### config.mk
export PLATFORM = sky130hd
export DESIGN_NAME = rv32i_ctrl_fsm
export DESIGN_NICKNAME = d
export VERILOG_FILES = /design/src/rtl/rv32i_ctrl_pkg.sv /design/src/rtl/rv32i_mem_timer.sv /design/src/rtl/rv32i_ctrl_fsm.sv
export SDC_FILE = /design/constraint.sdc
export NUM_CORES = 1
export LEC_CHECK = 0
export CAP_MARGIN = 20
export CORE_ASPECT_RATIO = 0.7
export CORE_MARGIN = 2
export CORE_UTILIZATION = 30
export CTS_BUF_LIST = sky130_fd_sc_hd__clkbuf_8
export DETAILED_ROUTE_END_ITERATION = 7
export PLACE_DENSITY = 0.61
export SETUP_SLACK_MARGIN = 0.05
export SYNTH_ARGS = -nofsm -noshare
export SYNTH_HDL_FRONTEND = slang
export SYNTH_SLANG_ARGS = --single-unit
### constraint.sdc
create_clock -name clk_i -period 3.31 [get_ports clk_i]
set_input_delay 0.8275 -clock clk_i [delete_from_list [all_inputs] [get_ports clk_i]]
set_output_delay 0.8275 -clock clk_i [all_outputs]
set_load 0.03 [all_outputs]
### src/rtl/rv32i_ctrl_pkg.sv
// Shared encodings for the RV32I multi-cycle control sequencer.
package rv32i_ctrl_pkg;

    localparam logic [2:0] ST_FETCH  = 3'd0;
    localparam logic [2:0] ST_DECODE = 3'd1;
    localparam logic [2:0] ST_EXEC   = 3'd2;
    localparam logic [2:0] ST_MEM    = 3'd3;
    localparam logic [2:0] ST_WB     = 3'd4;
    localparam logic [2:0] ST_HALT   = 3'd5;
    localparam logic [2:0] ST_TRAP   = 3'd6;

    localparam logic [1:0] PC_PLUS4  = 2'd0;
    localparam logic [1:0] PC_BRANCH = 2'd1;
    localparam logic [1:0] PC_JAL    = 2'd2;
    localparam logic [1:0] PC_JALR   = 2'd3;

    localparam logic [1:0] WB_ALU    = 2'd0;
    localparam logic [1:0] WB_DR     = 2'd1;
    localparam logic [1:0] WB_PC4    = 2'd2;
    localparam logic [1:0] WB_IMM    = 2'd3;

    localparam logic [1:0] CAUSE_NONE     = 2'd0;
    localparam logic [1:0] CAUSE_ILLEGAL  = 2'd1;
    localparam logic [1:0] CAUSE_FETCH_TO = 2'd2;
    localparam logic [1:0] CAUSE_DATA_TO  = 2'd3;

endpackage

### src/rtl/rv32i_mem_timer.sv
// Bus-wait watchdog: counts cycles spent waiting for an ack and flags the
// last permitted wait cycle. MEM_TIMEOUT=0 disables it entirely.
module rv32i_mem_timer #(
    parameter int unsigned MEM_TIMEOUT = 16
) (
    input  logic clk_i,
    input  logic rst_i,
    input  logic wait_i,
    input  logic ack_i,
    output logic expired_o
);

    generate
        if (MEM_TIMEOUT == 0) begin : g_off
            assign expired_o = 1'b0;
        end else begin : g_on
            localparam int unsigned CW = $clog2(MEM_TIMEOUT + 1);
            logic [CW-1:0] cnt_q, cnt_d;

            // Any non-waiting cycle or an ack clears, so every FETCH/MEM entry starts at zero.
            always_comb begin
                cnt_d = '0;
                if (wait_i && !ack_i) cnt_d = cnt_q + 1'b1;
            end

            always_ff @(posedge clk_i) begin
                if (rst_i) cnt_q <= '0;
                else       cnt_q <= cnt_d;
            end

            assign expired_o = wait_i && (cnt_q == CW'(MEM_TIMEOUT - 1));
        end
    endgenerate

endmodule

### src/rtl/rv32i_ctrl_fsm.sv
// Multi-cycle RV32I control sequencer: fetch/decode/exec/mem/wb with
// bus-timeout trap, sticky halt/trap and a retired-instruction counter.
module rv32i_ctrl_fsm
    import rv32i_ctrl_pkg::*;
#(
    parameter int unsigned MEM_TIMEOUT = 16,
    parameter int unsigned INSTRET_W   = 32
) (
    input  logic                 clk_i,
    input  logic                 rst_i,
    input  logic                 arr_i,
    input  logic                 ari_i,
    input  logic                 ld_i,
    input  logic                 st_i,
    input  logic                 br_i,
    input  logic                 jal_i,
    input  logic                 jalr_i,
    input  logic                 lui_i,
    input  logic                 auipc_i,
    input  logic                 ebc_i,
    input  logic [4:0]           rd_i,
    input  logic                 br_taken_i,
    input  logic                 mem_ack_i,
    output logic                 mem_req_o,
    output logic                 mem_instr_o,
    output logic                 mem_we_o,
    output logic                 ir_we_o,
    output logic                 dr_we_o,
    output logic                 pc_we_o,
    output logic [1:0]           pc_sel_o,
    output logic                 alu_a_sel_o,
    output logic                 alu_b_sel_o,
    output logic                 rf_we_o,
    output logic [1:0]           wb_sel_o,
    output logic                 halted_o,
    output logic                 trap_o,
    output logic [1:0]           trap_cause_o,
    output logic [INSTRET_W-1:0] instret_o,
    output logic [2:0]           state_o
);

    logic [2:0]           state_q, state_d;
    logic [1:0]           cause_q, cause_d;
    logic [INSTRET_W-1:0] instret_q;
    logic                 retire, waiting, expired, any_op;

    assign any_op  = arr_i | ari_i | ld_i | st_i | br_i | jal_i | jalr_i | lui_i | auipc_i;
    assign waiting = (state_q == ST_FETCH) || (state_q == ST_MEM);

    rv32i_mem_timer #(.MEM_TIMEOUT(MEM_TIMEOUT)) u_timer (
        .clk_i     (clk_i),
        .rst_i     (rst_i),
        .wait_i    (waiting),
        .ack_i     (mem_ack_i),
        .expired_o (expired)
    );

    always_comb begin
        state_d     = state_q;
        cause_d     = cause_q;
        retire      = 1'b0;
        mem_req_o   = 1'b0;
        mem_instr_o = 1'b0;
        mem_we_o    = 1'b0;
        ir_we_o     = 1'b0;
        dr_we_o     = 1'b0;
        pc_we_o     = 1'b0;
        pc_sel_o    = PC_PLUS4;
        alu_a_sel_o = 1'b0;
        alu_b_sel_o = 1'b0;
        rf_we_o     = 1'b0;
        wb_sel_o    = WB_ALU;
        halted_o    = 1'b0;
        trap_o      = 1'b0;
        // Reset masks every control output combinationally, dropping an in-flight request.
        if (!rst_i) begin
            case (state_q)
                ST_FETCH: begin
                    mem_req_o   = 1'b1;
                    mem_instr_o = 1'b1;
                    if (mem_ack_i) begin
                        ir_we_o = 1'b1;
                        state_d = ST_DECODE;
                    end else if (expired) begin
                        state_d = ST_TRAP;
                        cause_d = CAUSE_FETCH_TO;
                    end
                end
                ST_DECODE: begin
                    if (ebc_i) begin
                        state_d = ST_HALT;
                    end else if (!any_op) begin
                        state_d = ST_TRAP;
                        cause_d = CAUSE_ILLEGAL;
                    end else begin
                        state_d = ST_EXEC;
                    end
                end
                ST_EXEC: begin
                    alu_a_sel_o = auipc_i | jal_i | br_i;
                    alu_b_sel_o = !arr_i;
                    if (br_i) begin
                        pc_we_o  = 1'b1;
                        pc_sel_o = br_taken_i ? PC_BRANCH : PC_PLUS4;
                        retire   = 1'b1;
                        state_d  = ST_FETCH;
                    end else if (ld_i || st_i) begin
                        state_d = ST_MEM;
                    end else begin
                        state_d = ST_WB;
                    end
                end
                ST_MEM: begin
                    mem_req_o = 1'b1;
                    mem_we_o  = st_i;
                    if (mem_ack_i) begin
                        if (st_i) begin
                            pc_we_o = 1'b1;
                            retire  = 1'b1;
                            state_d = ST_FETCH;
                        end else begin
                            dr_we_o = 1'b1;
                            state_d = ST_WB;
                        end
                    end else if (expired) begin
                        state_d = ST_TRAP;
                        cause_d = CAUSE_DATA_TO;
                    end
                end
                ST_WB: begin
                    rf_we_o  = (rd_i != 5'd0);
                    wb_sel_o = ld_i ? WB_DR : (jal_i || jalr_i) ? WB_PC4 : lui_i ? WB_IMM : WB_ALU;
                    pc_we_o  = 1'b1;
                    pc_sel_o = jal_i ? PC_JAL : jalr_i ? PC_JALR : PC_PLUS4;
                    retire   = 1'b1;
                    state_d  = ST_FETCH;
                end
                ST_HALT: halted_o = 1'b1;
                ST_TRAP: trap_o   = 1'b1;
                default: state_d  = ST_TRAP;
            endcase
        end
    end

    always_ff @(posedge clk_i) begin
        if (rst_i) begin
            state_q   <= ST_FETCH;
            cause_q   <= CAUSE_NONE;
            instret_q <= '0;
        end else begin
            state_q <= state_d;
            cause_q <= cause_d;
            if (retire) instret_q <= instret_q + 1'b1;
        end
    end

    assign trap_cause_o = rst_i ? CAUSE_NONE : cause_q;
    assign instret_o    = rst_i ? '0 : instret_q;
    assign state_o      = rst_i ? '0 : state_q;

endmodule

## Word level (Yosys, flattened, before mapping)

Cells that the tools add are included.

| storage, ports and cells | value |
|---|---|
| output and inout bits | 52 |
| bits in registers | 42 |
| input port bits | 19 |

| cells by class | value |
|---|---|
| add/sub/neg operators | 2 |
| equal/unequal tests | 13 |
| mux-type cells | 58 |
| bitwise gates (word level) | 11 |
| reductions and logical operators | 14 |

Operators by type and width:

| cell | count |
|---|---|
| $add 32x1->32 const B | 1 |
| $mux 32 | 1 |
| $mux 2 | 15 |
| $mux 1 | 29 |
| $mux 3 | 9 |
| $pmux 3 s6 | 1 |
| $ne 2x2->1 const B | 6 |
| $or 1x1->1 | 10 |
| $eq 3x3->1 const B | 3 |
| $reduce_and 7->1 | 1 |
| $eq 3x2->1 const B | 2 |
| $pmux 2 s3 | 1 |
| $reduce_or 2->1 | 3 |
| $add 5x1->5 const B | 1 |
| $eq 5x4->1 const B | 1 |
| $reduce_bool 5->1 | 1 |
| $pmux 2 s2 | 1 |
| $eq 3x1->1 const B | 1 |
| $logic_not 3->1 | 1 |
| $logic_or 1x1->1 | 3 |
| $pmux 1 s3 | 1 |
| $reduce_bool 3->1 | 1 |
| $logic_and 1x1->1 | 2 |
| $logic_not 1->1 | 2 |
| $not 1->1 | 1 |

## Longest topological paths before layout

Gate-level depths: netlist of the first run.

| depth | value |
|---|---|
| word-level depth | 11 |
| gate-level depth with buffers | 7 |
| gate-level depth less buffers | 7 |

## Hierarchy

From an unflattened synthesis of the first run, not the netlist that was laid out.

| second synthesis, totals | value |
|---|---|
| cell total of the unflattened synthesis | 327 |
| area, all modules | 2544.9 um^2 |

Modules (own cells, without submodules):

| module | instances | area an instance (um^2) | cells an instance |
|---|---|---|---|
| rv32i_ctrl_fsm | 1 | 2332.2 | 306 |
| rv32i_mem_timer | 1 | 212.7 | 21 |

## Worst setup path before layout of the first run

OpenSTA, ideal clock, no wires.

| timing path | value |
|---|---|
| kind | input-to-output |
| start | in rst_i |
| end | out alu_a_sel_o |
| slack | 79 ps |
| required time | 2483 ps |
| stages | 4 |
| arrival | 2403 ps |
| cells stage by stage | clkbuf_1 clkbuf_1 buf_1 nor4_1 |

| between the ends | value |
|---|---|
| longest elaborated chain between the ends | 1 |

Ends and longest elaborated chain:

| what | RTL line | source |
|---|---|---|
| from (decl) | rv32i_ctrl_fsm.sv:10 | `input logic rst_i,` |
| $mux 1 | rv32i_ctrl_fsm.sv:76 | `if (!rst_i) begin` |
| to (decl) | rv32i_ctrl_fsm.sv:31 | `output logic alu_a_sel_o,` |

Every way passes these cells.

## Worst setup path after layout of the first run

| timing path | value |
|---|---|
| start | in mem_ack_i |
| end | out dr_we_o |

| between the ends | value |
|---|---|
| longest elaborated chain between the ends | 3 |

Ends and longest elaborated chain:

| what | RTL line | source |
|---|---|---|
| from (decl) | rv32i_ctrl_fsm.sv:23 | `input logic mem_ack_i,` |
| $mux 1 | rv32i_ctrl_fsm.sv:116 | `if (mem_ack_i) begin` |
| $mux 1 | rv32i_ctrl_fsm.sv:77 | `case (state_q)` |
| $mux 1 | rv32i_ctrl_fsm.sv:76 |  |
| to (decl) | rv32i_ctrl_fsm.sv:28 | `output logic dr_we_o,` |

Every way passes these cells.

==> results.sh, run 1 <==
export IMPL_r2r_start="state_q[0]$_SDFFE_PP0N_"
export IMPL_cp_num_buf_inv=2
export IMPL_p_total_mw=1.103
export IMPL_n_antenna_cell=0
export IMPL_synthTopCellsByCount="47 x nor2_1, 42 x dfxtp_1, 31 x nor2b_1"
export IMPL_via_count=2458
export IMPL_path_clk_slew_ns=0.08
export IMPL_tritoncts="done"
export IMPL_totalWireLength_um=6543
export IMPL_critPathSlowestCell="clkdlybuf4s50_1"
export IMPL_yosysTopAreaCellShare=0.3248
export IMPL_yosysTopAreaCell="dfxtp_1"
export IMPL_antenna_found_initial=0
export IMPL_die_area_sq_mm=0.009400
export IMPL_hold_class="reg2reg"
export IMPL_crit_fanout=5
export IMPL_hold_viol=0
export IMPL_synth_area_leaders="dfxtp_1 32%, nor2b_1 7.5%, nor2_1 6.8%, xnor2_1 4.4%, mux2_2 3.9%"
export IMPL_yosysMostFrequentCell="nor2_1"
export IMPL_hpwl_um=4998
export IMPL_regArea_sq_um=840.8
export IMPL_hold_depth=1
export IMPL_multi_input_area_sq_mm=0.001609
export IMPL_setup_tns_ns=0
export IMPL_reg2regPathDepth=6
export IMPL_synth_fp_nets=349
export IMPL_cp_end_kind="primary output"
export IMPL_powerDensity_mw_per_mm2=312.2
export IMPL_grt_max_degree=47
export IMPL_finish_net_count=419
export IMPL_min_from="u_timer.g_on.cnt_q[0]$_SDFF_PP0_"
export IMPL_dr_pass1_iters=4
export IMPL_async_reset_ff_frac=0
export IMPL_grt_overflow_total=0
export IMPL_setup_viol=0
export IMPL_num_rows=28
export IMPL_cts_root_buf="clkbuf_8"
export IMPL_synth_seq_cells=42
export IMPL_yosysSeqAreaShare=0.3248
export IMPL_min_to="u_timer.g_on.cnt_q[0]$_SDFF_PP0_"
export IMPL_netlist_instances=327
export IMPL_placed_cell_area_sq_mm=0.003423
export IMPL_drc_errors=0
export IMPL_cts_sinks=42
export IMPL_die_y_um=81.72
export IMPL_r2r_end="instret_q[31]$_SDFFE_PP0P_"
export IMPL_critPathTopFamily="buffers and inverters"
export IMPL_port_buffers=70
export IMPL_report_final_slew_viol_count=0
export IMPL_grt_use_total=0.1442
export IMPL_clk_latency_ns=0.29
export IMPL_die_x_um=115.0
export IMPL_numCtsBuffers=5
export IMPL_place_gp_congestion=0.7990
export IMPL_crit_required_ns=2.48
export IMPL_slew_limit_headroom=0.6002
export IMPL_yosysUniqueCellTypes=44
export IMPL_grt_pass1_wl_um=10930
export IMPL_crit_path_frequent_cell="clkdlybuf4s50_1"
export IMPL_io_pin_count=71
export IMPL_grt_pass1_vias=2240
export IMPL_synth_avg_cell_area_sq_um=7.917
export IMPL_fin_crit_ns=3.171
export IMPL_cts_htree_levels=2
export IMPL_cts_resized=0
export IMPL_synth_ff_type="dfxtp_1"
export IMPL_peakVddDrop_mv=0.2170
export IMPL_cts_hold_buf=0
export IMPL_drtIter0Drc=146
export IMPL_viasPerCell=4.887
export IMPL_maxCapViolCount=0
export IMPL_crit_path_max_incr_delay_ns=0.72
export IMPL_drive_gt1_frac=0.1307
export IMPL_design_area_sq_mm=0.003533
export IMPL_leakage_nw=1.222
export IMPL_fin_worst_skew_ns=0.004629
export IMPL_wl_per_cell_um=13.01
export IMPL_initial_utilization=0.3079
export IMPL_synth_area_sq_mm=0.002589
export IMPL_min_period_over_period=0.9581
export IMPL_ctsLongestPathBuffers=2
export IMPL_synth_edff_count=0
export IMPL_path_cells="clkdlybuf4s50_1 > nand2b_1 > nor4_1 > clkdlybuf4s50_1"
export IMPL_r2r_setup_slack_ns=1.12
export IMPL_area_growth_pct=36.49
export IMPL_worstSetupPathType="in2out"
export IMPL_holdWs_ns=0.4584
export IMPL_status="finished, final reports clean"
export IMPL_ys_warnings_count=0
export IMPL_max_freq_ghz=0.3153
export IMPL_drtAntennaViolNets=0
export IMPL_coreArea_sq_mm=0.008408
export IMPL_n_fill_cell=851
export IMPL_startpoint_type="input port"
export IMPL_post_cts_buffers=0
export IMPL_grt_setup_unrepaired="no"
export IMPL_max_slew_worst_pin_slew_ns=0.5997
export IMPL_crit_arrival_ns=2.34
-- where the power goes --
part / internal, mW / switching (mW)
logic: 0.0852 / 0.114
clock network: 0.211 / 0.173
registers: 0.513 / 0.00734
-- logic make-up after synthesis --
| logic type | count (synthesis) | share of synthesized area |
|---|---|---|
| AOI/OAI and AO/OA | 52 | 0.1460 |
| and+or+nand+nor | 177 | 0.3712 |
| xor gates and xnor gates | 15 | 0.05075 |
| muxes | 9 | 0.03915 |
| DFF | 42 | 0.3248 |
| adders and majority gates | 3 | 0.01450 |
| buffers and inverters | 29 | 0.05364 |
-- per-stage QoR --
stage          cells    util  setup slack, ns
5_1_grt          503  0.4202          0.05787
4_1_cts          503  0.4202           0.1148
3_5_place_dp     495  0.4071           0.1144
2_1_floorplan    327       -          0.07918
6_report         503  0.4202           0.1387
3_3_place_gp     495  0.4071           0.1406
-- cell usage in the layout, fill, tap and decap left out, types with 2 or more instances in the layout --
cell             instances
and3_1                   2
nor3_1                  14
a2111oi_4                2
nand2b_1                10
a21oi_1                 14
o21bai_1                 3
nand4_1                  5
or3_1                    6
clkbuf_8                 8
nor2b_1                 31
nor4_4                   2
o21ai_2                  2
or2_2                    5
buf_4                   15
xnor2_1                 13
inv_1                    9
a211oi_2                 3
a211oi_1                 6
mux2_2                   9
nand3_1                 12
nor2_1                  47
dfxtp_1                 42
nor4_1                   9
o21ai_0                 15
xor2_1                   2
or4_1                    5
clkdlybuf4s50_1         65
ha_1                     3
nand2_1                 23
buf_12                   2
-- worst max path at each step --
stage                    from          end  slack (ns)  cells after the start
floorplan               rst_i  alu_a_sel_o        0.08                      4
global placement    mem_ack_i      dr_we_o        0.14                      4
detailed placement  mem_ack_i      dr_we_o        0.11                      4
CTS                 mem_ack_i      dr_we_o        0.11                      4
global route        mem_ack_i      dr_we_o        0.06                      4
finish              mem_ack_i      dr_we_o        0.14                      4
-- registers in the layout, summed over array words and instances, names as in the netlist --
signal and cells:
cause_q 2, instret_q 32, state_q 3, u_timer.g_on.cnt_q 5
-- routing by layer --
layer	up-vias	GRT usage	wire length, um
li1	1274	-	-
met1	1124	0.2156	3427
met2	58	0.2147	2727
met3	2	0.03173	374
met4	0	0.02169	13
met5	-	0	0
-- cell type report --
| cell class | instances | area share |
|---|---|---|
| Inverter | 9 | 0.009561 |
| Multi-Input combinational cell | 256 | 0.4554 |
| Clock buffer | 8 | 0.03116 |
| Tap cell | 105 | 0.03718 |
| Timing Repair Buffer | 83 | 0.2288 |
| Sequential cell | 42 | 0.2380 |
(Power assumes the default switching activity.)
==> run 2, diff against run 1 <==
--- a/config.mk
+++ b/config.mk
@@ -10,6 +10,7 @@
 export CORE_MARGIN = 2
-export CORE_UTILIZATION = 30
+export CORE_UTILIZATION = 50
 export CTS_BUF_LIST = sky130_fd_sc_hd__clkbuf_8
 export DETAILED_ROUTE_END_ITERATION = 7
-export PLACE_DENSITY = 0.61
+export GPL_TIMING_DRIVEN = 0
+export PLACE_DENSITY = 0.9
 export SETUP_SLACK_MARGIN = 0.05
==> constraint.sdc (replaced) <==
create_clock -name clk_i -period 3.31 [get_ports clk_i]
set_input_delay 0.331 -clock clk_i [delete_from_list [all_inputs] [get_ports clk_i]]
set_output_delay 0.331 -clock clk_i [all_outputs]
set_load 0.03 [all_outputs]
==> run 2 against run 1 <==
Effect of this change: clock power increased by 4%; worst setup slack better by 0.041 ns; register-to-register slack better by 0.05 ns; largest power group unchanged; sequential share of layout area up 0.36 points; via count rose by 7.0%; combinational power about the same; critical endpoint is now ir_we_o; global-route usage up 11 points; critical path type unchanged; non-clock buffer count up 6.
==> results.sh, run 2 (same netlist as run 1, synthesis figures left out) <==
export IMPL_maxCapViolCount=0
export IMPL_finalWorstSetupSlack_ns=0.1797
export IMPL_place_gp_congestion=0.8893
export IMPL_grt_pass1_vias=2618
export IMPL_num_rows=21
export IMPL_powerDensity_mw_per_mm2=322.2
export IMPL_grt_pass1_wl_um=12020
export IMPL_cp_end_kind="primary output"
export IMPL_startpoint_type="input port"
export IMPL_critPathSlowestCell="clkdlybuf4s50_1"
export IMPL_die_y_um=64.20
export IMPL_max_freq_ghz=0.3195
export IMPL_path_clk_slew_ns=0.08
export IMPL_via_count=2629
export IMPL_max_slew_worst_pin_slew_ns=0.5789
export IMPL_peakVddDrop_mv=0.2278
export IMPL_totalWireLength_um=7155
export IMPL_crit_required_ns=2.98
export IMPL_fin_worst_skew_ns=0.009808
export IMPL_grt_use_total=0.2551
export IMPL_critPathTopFamily="buffers and inverters"
export IMPL_initial_utilization=0.5297
export IMPL_grt_overflow_total=0
export IMPL_mostFrequentLayoutCells="70 x clkdlybuf4s50_1, 47 x nor2_1, 42 x dfxtp_1"
export IMPL_n_antenna_cell=0
export IMPL_drc_errors=0
export IMPL_min_period_over_period=0.9457
export IMPL_ctsLongestPathBuffers=2
export IMPL_grt_max_degree=20
export IMPL_wl_per_cell_um=15.13
export IMPL_coreArea_sq_mm=0.004887
export IMPL_layout_commonest_cell="clkdlybuf4s50_1"
export IMPL_cts_sinks=42
export IMPL_drive_gt1_frac=0.1015
export IMPL_crit_path_max_incr_delay_ns=0.61
export IMPL_grt_setup_unrepaired="no"
export IMPL_largest_register="instret_q"
export IMPL_crit_arrival_ns=2.80
export IMPL_cp_num_buf_inv=5
export IMPL_drtAntennaViolNets=0
export IMPL_cts_root_buf="clkbuf_8"
export IMPL_dr_pass1_iters=5
export IMPL_crit_fanout=19
export IMPL_slew_limit_headroom=0.6105
export IMPL_antenna_found_initial=0
export IMPL_dpl_worst_slack_ns=-0.2940
export IMPL_viasPerCell=5.558
export IMPL_port_buffers=70
export IMPL_setup_viol=0
export IMPL_path_cells="clkdlybuf4s50_1 > clkbuf_1 > clkbuf_2 > buf_1 > nor3_1 > clkdlybuf4s50_1"
export IMPL_finish_net_count=425
export IMPL_hold_viol=0
export IMPL_die_area_sq_mm=0.005778
export IMPL_status="finished, final reports clean"
export IMPL_fin_crit_ns=3.130
export IMPL_post_cts_buffers=0
export IMPL_leakage_nw=1.199
export IMPL_hold_class="reg2reg"
export IMPL_cts_htree_levels=2
export IMPL_reg_largest_list="instret_q x32, u_timer.g_on.cnt_q x5, state_q x3"
export IMPL_tritoncts="done"
export IMPL_hpwl_um=5507
export IMPL_area_growth_pct=34.46
export IMPL_largest_register_ffs=32
export IMPL_die_x_um=90
export IMPL_numCtsBuffers=5
export IMPL_worstSetupPathType="in2out"
export IMPL_report_final_slew_viol_count=0
export IMPL_io_pin_count=71
export IMPL_drtIter0Drc=216
export IMPL_clk_latency_ns=0.30
export IMPL_p_total_mw=1.121
export IMPL_crit_path_frequent_cell="clkdlybuf4s50_1"
export IMPL_n_fill_cell=376
[run 2: cell count changes in the layout (fill, tap and decap cells not counted), sizes merged]
cell / before / now
buf: 18 / 10
bufinv: 0 / 1
clkbuf: 8 / 14
clkdlybuf4s50: 65 / 70
inv: 9 / 11
[run 2: stage by stage]
stage          area, sq um  cells  TNS [ns]  hold slack [ns]    util
4_1_cts               3481    473         0           0.4572  0.7122
6_report              3481    473         0           0.4542  0.7122
3_3_place_gp          3376    466    -1.662           0.4291  0.6907
3_5_place_dp          3376    466    -1.667           0.4439  0.6907
5_1_grt               3481    473         0           0.4759  0.7122
2_1_floorplan         2589    327         0           0.4175       -
[run 2: report_power, final]
| group | switching, mW | internal (mW) | total (mW) |
|---|---|---|---|
| clock | 0.181 | 0.220 | 0.400 |
| sequential | 0.00782 | 0.513 | 0.521 |
| combinational | 0.120 | 0.0803 | 0.200 |
[run 2: final timing paths]
kind                                                  startpoint                          endpoint  slack [ns]  depth (start not counted)
worst max-delay path                                       rst_i                           ir_we_o        0.18                          6
worst min-delay path            u_timer.g_on.cnt_q[0]$_SDFF_PP0_  u_timer.g_on.cnt_q[0]$_SDFF_PP0_        0.45                          1
worst max register to register         instret_q[0]$_SDFFE_PP0P_        instret_q[28]$_SDFFE_PP0P_        1.17                          7
worst min register to register  u_timer.g_on.cnt_q[0]$_SDFF_PP0_  u_timer.g_on.cnt_q[0]$_SDFF_PP0_        0.45                          1
[run 2: layout make-up]
class,count,area [sq um],share of cell area
sequential,42,840.8,0.2416
tap,69,86.33,0.02480
inverter,9,33.78,0.009705
clock buffer,5,68.82,0.01977
multi-input combinational,256,1609,0.4623
clock inverter,3,37.54,0.01078
timing repair buffer,70,700.7,0.2013
buffer,19,103.9,0.02983
[run 2: layer usage]
| layer | wire length (um) | share of wire | global-route usage |
|---|---|---|---|
| met3 | 510 | 0.071 | 0.05071 |
| met2 | 3286 | 0.46 | 0.4239 |
| met5 | 0 | 0 | 0 |
| met1 | 3315 | 0.46 | 0.3285 |
| met4 | 43 | 0.0060 | 0.1000 |
[run 2: what timing repair did]
action,CTS,global route
setup endpoints to repair,6,0
hold buffers,0,0
resized for setup,2,0
==> run 3, diff against run 2 <==
CTS_CLUSTER_DIAMETER = 60   (was default)
==> results of run 3 <==
Final layout, timing and power as in run 2 (identical DEF).
==> RTL edit 1 (config.mk and constraints of run 2) <==
`MEM_TIMEOUT` is set to 16 in 2 places; all go to 32.
--- a/src/rtl/rv32i_mem_timer.sv
+++ b/src/rtl/rv32i_mem_timer.sv
@@ -1,7 +1,7 @@
 // Bus-wait watchdog: counts cycles spent waiting for an ack and flags the
 // last permitted wait cycle. MEM_TIMEOUT=0 disables it entirely.
 module rv32i_mem_timer #(
-    parameter int unsigned MEM_TIMEOUT = 16
+    parameter int unsigned MEM_TIMEOUT = 32
 ) (
     input  logic clk_i,
     input  logic rst_i,
--- a/src/rtl/rv32i_ctrl_fsm.sv
+++ b/src/rtl/rv32i_ctrl_fsm.sv
@@ -3,7 +3,7 @@
 module rv32i_ctrl_fsm
     import rv32i_ctrl_pkg::*;
 #(
-    parameter int unsigned MEM_TIMEOUT = 16,
+    parameter int unsigned MEM_TIMEOUT = 32,
     parameter int unsigned INSTRET_W   = 32
 ) (
     input  logic                 clk_i,
Behaviour: same outputs for any inputs over 10 cycles, from zero or initial values and one cycle with rst_i high; that may be too few to reach the edited logic, so the function may still have changed.
==> RTL edit 1 against run 2 <==
Setup slack improved by 0.14 ns. Critical path type unchanged. Cell count rose by 0.21%. Critical endpoint is now instret_o[16]. Wire length shrank 3.4%. Design area decreased by 1.5%. Sequential cell count rose by 1. Power increased by 6.5%. Fmax grew 4.6%. Synthesized area decreased by 2.7%.
==> RTL edit 1: results <==
metrics = {
    "status": {
        "outcome": "completed",
    },
    "yosys": {
        "synth_cell_types": 44,
        "synth.mux.area_fraction": 0.0283,
        "yosys-top-cells-area": "dfxtp_1 34%, nor2b_1 8.9%, nor2_1 6.7%, xnor2_1 6.6%, a21oi_1 4.6%",
        "syn_nets": 349,
        "synth_xor_area_frac": 0.0730,
        "synth_cells": 328,
        "ys_top_cells_by_count": "45 x nor2_1, 43 x dfxtp_1, 36 x nor2b_1, 23 x a21oi_1, 20 x nand2_1",
        "synthAdderAreaFrac": 0.00994,
        "synth_compound_area_frac": 0.131,
        "ys_seq_area_frac": 0.342,
    },
    "global_routing": {
        "first_global_vias": 2387,
        "grt_start_max_net_pins": 14,
        "met1_usage": 0.380,
        "grt_pass1_wl_mm": 11.4,
        "met3_usage": 0.0472,
        "grtUsageMet2": 0.376,
        "track_usage": 0.256,
    },
    "timing": {
        "fin_hold_ws_ns": 0.445,
        "fmax_mhz": 334,
        "skew_ns": 0.00913,
        "worstMarginPinSlew_ns": 0.726,
    },
    "power_and_ir_drop": {
        "p_switching_mw": 0.302,
        "leakage_nw": 1.11,
        "peakVddDrop_mv": 0.222,
    },
    "routing": {
        "route.met2.wl_mm": 3.00,
        "wl_met3_um": 501,
        "via_per_inst": 5.52,
        "dr.pass1.iters": 5,
        "dr.first_iter.drc_count": 245,
        "drt-wirelength-per-cell_um": 14.6,
        "drt-met1-wl_mm": 3.31,
        "wl_mm": 6.91,
    },
    "placed_design": {
        "dp_hpwl_mm": 5.08,
        "io_buffers": 69,
        "placed_cell_area_mm2": 0.00330,
        "place_ws_ns": 0.220,
        "gp_congestion": 0.881,
    },
    "critical_path": {
        "cp_top_family": "buffers and inverters",
        "crit-reg2reg-launch": "state_q[2]",
        "rr_endpoint": "instret_q[13]",
        "critPathArrivalTime_ns": 2.66,
        "path_max_fanout": 10,
        "reg2reg_depth": 6,
        "crit_path_end": "instret_o[16]",
        "reg2reg_slack_ns": 1.02,
    },
    "cells_and_area": {
        "fill_cells": 404,
        "drive_above_1_share": 0.0444,
        "reg.largest.list": "instret_q: 32 flops, u_timer.g_on.cnt_q: 6 flops, state_q: 3 flops",
    },
    "clocking": {
        "cts_made_buffers": 5,
        "htree_levels": 2,
        "cts_resized": 0,
        "path_clk_slew_ns": 0.08,
    },
    "worst_hold_path": {
        "hold_depth": 1,
        "min_to": "u_timer.g_on.cnt_q[0]",
        "hp-class": "flip-flop to flip-flop",
    },
}
==> RTL edit 1: cell count changes after synthesis, sizes merged, moves of 6 or more <==
| cell | change |
|---|---|
| nor4 | -9 |
| a21oi | +9 |
| o21ai | -6 |
| xnor2 | +6 |
| buf | -7 |
| or2 | -6 |
==> RTL edit 1: power groups by stage <==
stage          clock, mW  combinational (mW)  sequential [mW]
2_1_floorplan          0               0.104            0.542
3_3_place_gp           0               0.172            0.543
3_5_place_dp           0               0.174            0.543
4_1_cts            0.487               0.175            0.531
5_1_grt            0.514               0.191            0.532
6_report           0.487               0.176            0.531
==> RTL edit 1: cell type report <==
class,count,area [um2],share of cell area
Inverter,8,30.0,0.00876
Sequential cell,43,861,0.251
Buffer,18,73.8,0.0215
Tap cell,69,86.3,0.0252
Timing Repair Buffer,69,691,0.201
Clock buffer,5,68.8,0.0201
Clock inverter,3,63.8,0.0186
Multi-Input combinational cell,259,1560,0.453
==> RTL edit 2 (settings of run 2) <==
Made on the original files. Reset style: asynchronous (`rst_i`), changed in 2 clocked blocks.
--- a/src/rtl/rv32i_mem_timer.sv
+++ b/src/rtl/rv32i_mem_timer.sv
@@ -23,7 +23,7 @@
                 if (wait_i && !ack_i) cnt_d = cnt_q + 1'b1;
             end
 
-            always_ff @(posedge clk_i) begin
+            always_ff @(posedge clk_i or posedge rst_i) begin
                 if (rst_i) cnt_q <= '0;
                 else       cnt_q <= cnt_d;
             end
--- a/src/rtl/rv32i_ctrl_fsm.sv
+++ b/src/rtl/rv32i_ctrl_fsm.sv
@@ -142,7 +142,7 @@
         end
     end
 
-    always_ff @(posedge clk_i) begin
+    always_ff @(posedge clk_i or posedge rst_i) begin
         if (rst_i) begin
             state_q   <= ST_FETCH;
             cause_q   <= CAUSE_NONE;
Formal check against the unedited RTL: no difference found for any inputs over 10 cycles, from zero or initial values and one cycle with rst_i high; that may be too few to reach the edited logic, so the function may still have changed.
==> RTL edit 2 against run 2 <==
Worst hold slack better by 0.011 ns. Synthesized area decreased by 4.3%. Wire length down 17%. Sequential cell count unchanged. Register-to-register slack worse by 0.12 ns. Design area shrank 3.0%. Setup slack worse by 0.039 ns. Critical endpoint is now pc_we_o. Highest routed layer unchanged.
Power is not compared: it rests on default switching activity, and its combinational part moved more than twofold at a synthesized area within 25%.
==> RTL edit 2: results <==
metrics = {
    "placed_design": {
        "dp_hpwl_mm": 4.45,
        "dp.cells": 403,
        "placed_cell_area_mm2": 0.00326,
        "gp_congestion": 0.900,
    },
    "yosys": {
        "async_reset_ff_frac": 1.00,
        "syn_nets": 286,
        "ys_seq_area_frac": 0.424,
        "yosys_most_used_dff": "dfrtp_1",
        "synth_cells": 264,
        "yosys-top-cells-area": "dfrtp_1 42%, xnor2_1 11%, nor2b_1 9.1%, nor2_1 3.2%, nand3_1 3.0%",
        "ys_top_cells_by_count": "42 x dfrtp_1, 36 x nor2b_1, 30 x xnor2_1, 21 x nor2_1",
    },
    "critical_path": {
        "path_max_fanout": 10,
        "critPathArrivalTime_ns": 2.84,
        "rr_endpoint": "instret_q[31]",
        "reg2reg_depth": 5,
        "crit-reg2reg-launch": "instret_q[4]",
        "reg2reg_slack_ns": 1.05,
    },
    "global_routing": {
        "grt_start_max_net_pins": 45,
        "track_usage": 0.231,
        "first_global_vias": 2082,
        "grt_pass1_wl_mm": 10.1,
    },
    "clocking": {
        "cts_made_buffers": 5,
        "clock_latency_ns": 0.29,
    },
    "routing": {
        "drc": 0,
        "dr.first_iter.drc_count": 168,
        "wl_mm": 5.97,
        "dr.pass1.iters": 5,
        "via_per_inst": 5.44,
    },
    "cells_and_area": {
        "fill_cells": 365,
        "fin_nets": 363,
        "syn2layout_area_growth_pct": 36.4,
        "reg.largest.list": "instret_q: 32 flops, u_timer.g_on.cnt_q: 5 flops, state_q: 3 flops",
        "drive_above_1_share": 0.0731,
        "final-instance-count-excl-fill": 411,
    },
    "worst_hold_path": {
        "hold_depth": 1,
        "min_to": "u_timer.g_on.cnt_q[0]",
        "min_from": "u_timer.g_on.cnt_q[0]",
    },
    "timing": {
        "skew_ns": 0.00784,
        "slew_headroom": 0.555,
    },
    "status": {
        "outcome": "completed",
    },
    "floorplanning": {
        "placementRows": 21,
    },
}
RTL edit 2: how the worst max path moves through the flow:
stage          startpoint          end  slack (ns)  depth (start not counted)
2_1_floorplan       rst_i  wb_sel_o[1]        1.10                          4
3_3_place_gp         br_i      pc_we_o        0.08                          6
3_5_place_dp        rst_i       trap_o        0.02                          5
4_1_cts             rst_i       trap_o        0.21                          5
5_1_grt         mem_ack_i      pc_we_o        0.04                          6
6_report             br_i      pc_we_o        0.14                          6
RTL edit 2: cell type report:
class	instances	area share
Tap cell	69	0.0256
Clock buffer	8	0.0326
Timing Repair Buffer	70	0.207
Inverter	8	0.00963
Sequential cell	42	0.311
Buffer	13	0.0196
Multi-Input combinational cell	201	0.394
RTL edit 2: power by group through the flow:
stage | clock, mW | combinational [mW] | sequential, mW
2_1_floorplan | 0 | 0.502 | 0.618
3_3_place_gp | 0 | 0.724 | 0.629
3_5_place_dp | 0 | 0.738 | 0.630
4_1_cts | 0.384 | 0.744 | 0.620
5_1_grt | 0.406 | 0.803 | 0.632
6_report | 0.376 | 0.749 | 0.622
RTL edit 2: logic make-up (layout without fill, tap and decap cells):
| logic type | Yosys count | in the layout | synth area share |
|---|---|---|---|
| buffers and inverters | 21 | 99 | 0.0384 |
| adder cells (fa/ha/maj) | 3 | 3 | 0.0152 |
| AO/OA/AOI/OAI | 20 | 20 | 0.0662 |
| AND/OR/NAND/NOR | 140 | 140 | 0.317 |
| flip-flops | 42 | 42 | 0.424 |
| multiplexers | 5 | 5 | 0.0222 |
| XOR/XNOR | 33 | 33 | 0.117 |
RTL edit 2: stage by stage:
| step | hold slack [ns] | setup slack [ns] |
|---|---|---|
| 6_report | 0.465 | 0.140 |
| 5_1_grt | 0.481 | 0.0405 |
| 4_1_cts | 0.466 | 0.211 |
| 3_5_place_dp | 0.456 | 0.0244 |
| 3_3_place_gp | 0.447 | 0.0802 |
| 2_1_floorplan | 0.433 | 1.10 |
RTL edit 2: what timing repair did:
item                                   4_1_cts  5_1_grt
setup endpoints to repair                    2        1
resized for setup                            2        0
endpoints found under the hold margin        0        0
RTL edit 2: per-layer routing:
| metal | track usage | share of wire | up-vias |
|---|---|---|---|
| li1 | - | - | 1058 |
| met2 | 0.325 | 0.44 | 96 |
| met3 | 0.0542 | 0.080 | 22 |
| met5 | 0 | 0 | - |
| met1 | 0.359 | 0.46 | 1061 |
| met4 | 0.0530 | 0.011 | 0 |
RTL edit 2: worst max-delay path, stage by stage:
cell and delay, ns:
clkdlybuf4s50_1 0.62, nor2b_2 0.22, o211ai_2 0.17, a21oi_1 0.44, clkbuf_2 0.34, clkdlybuf4s50_1 0.72
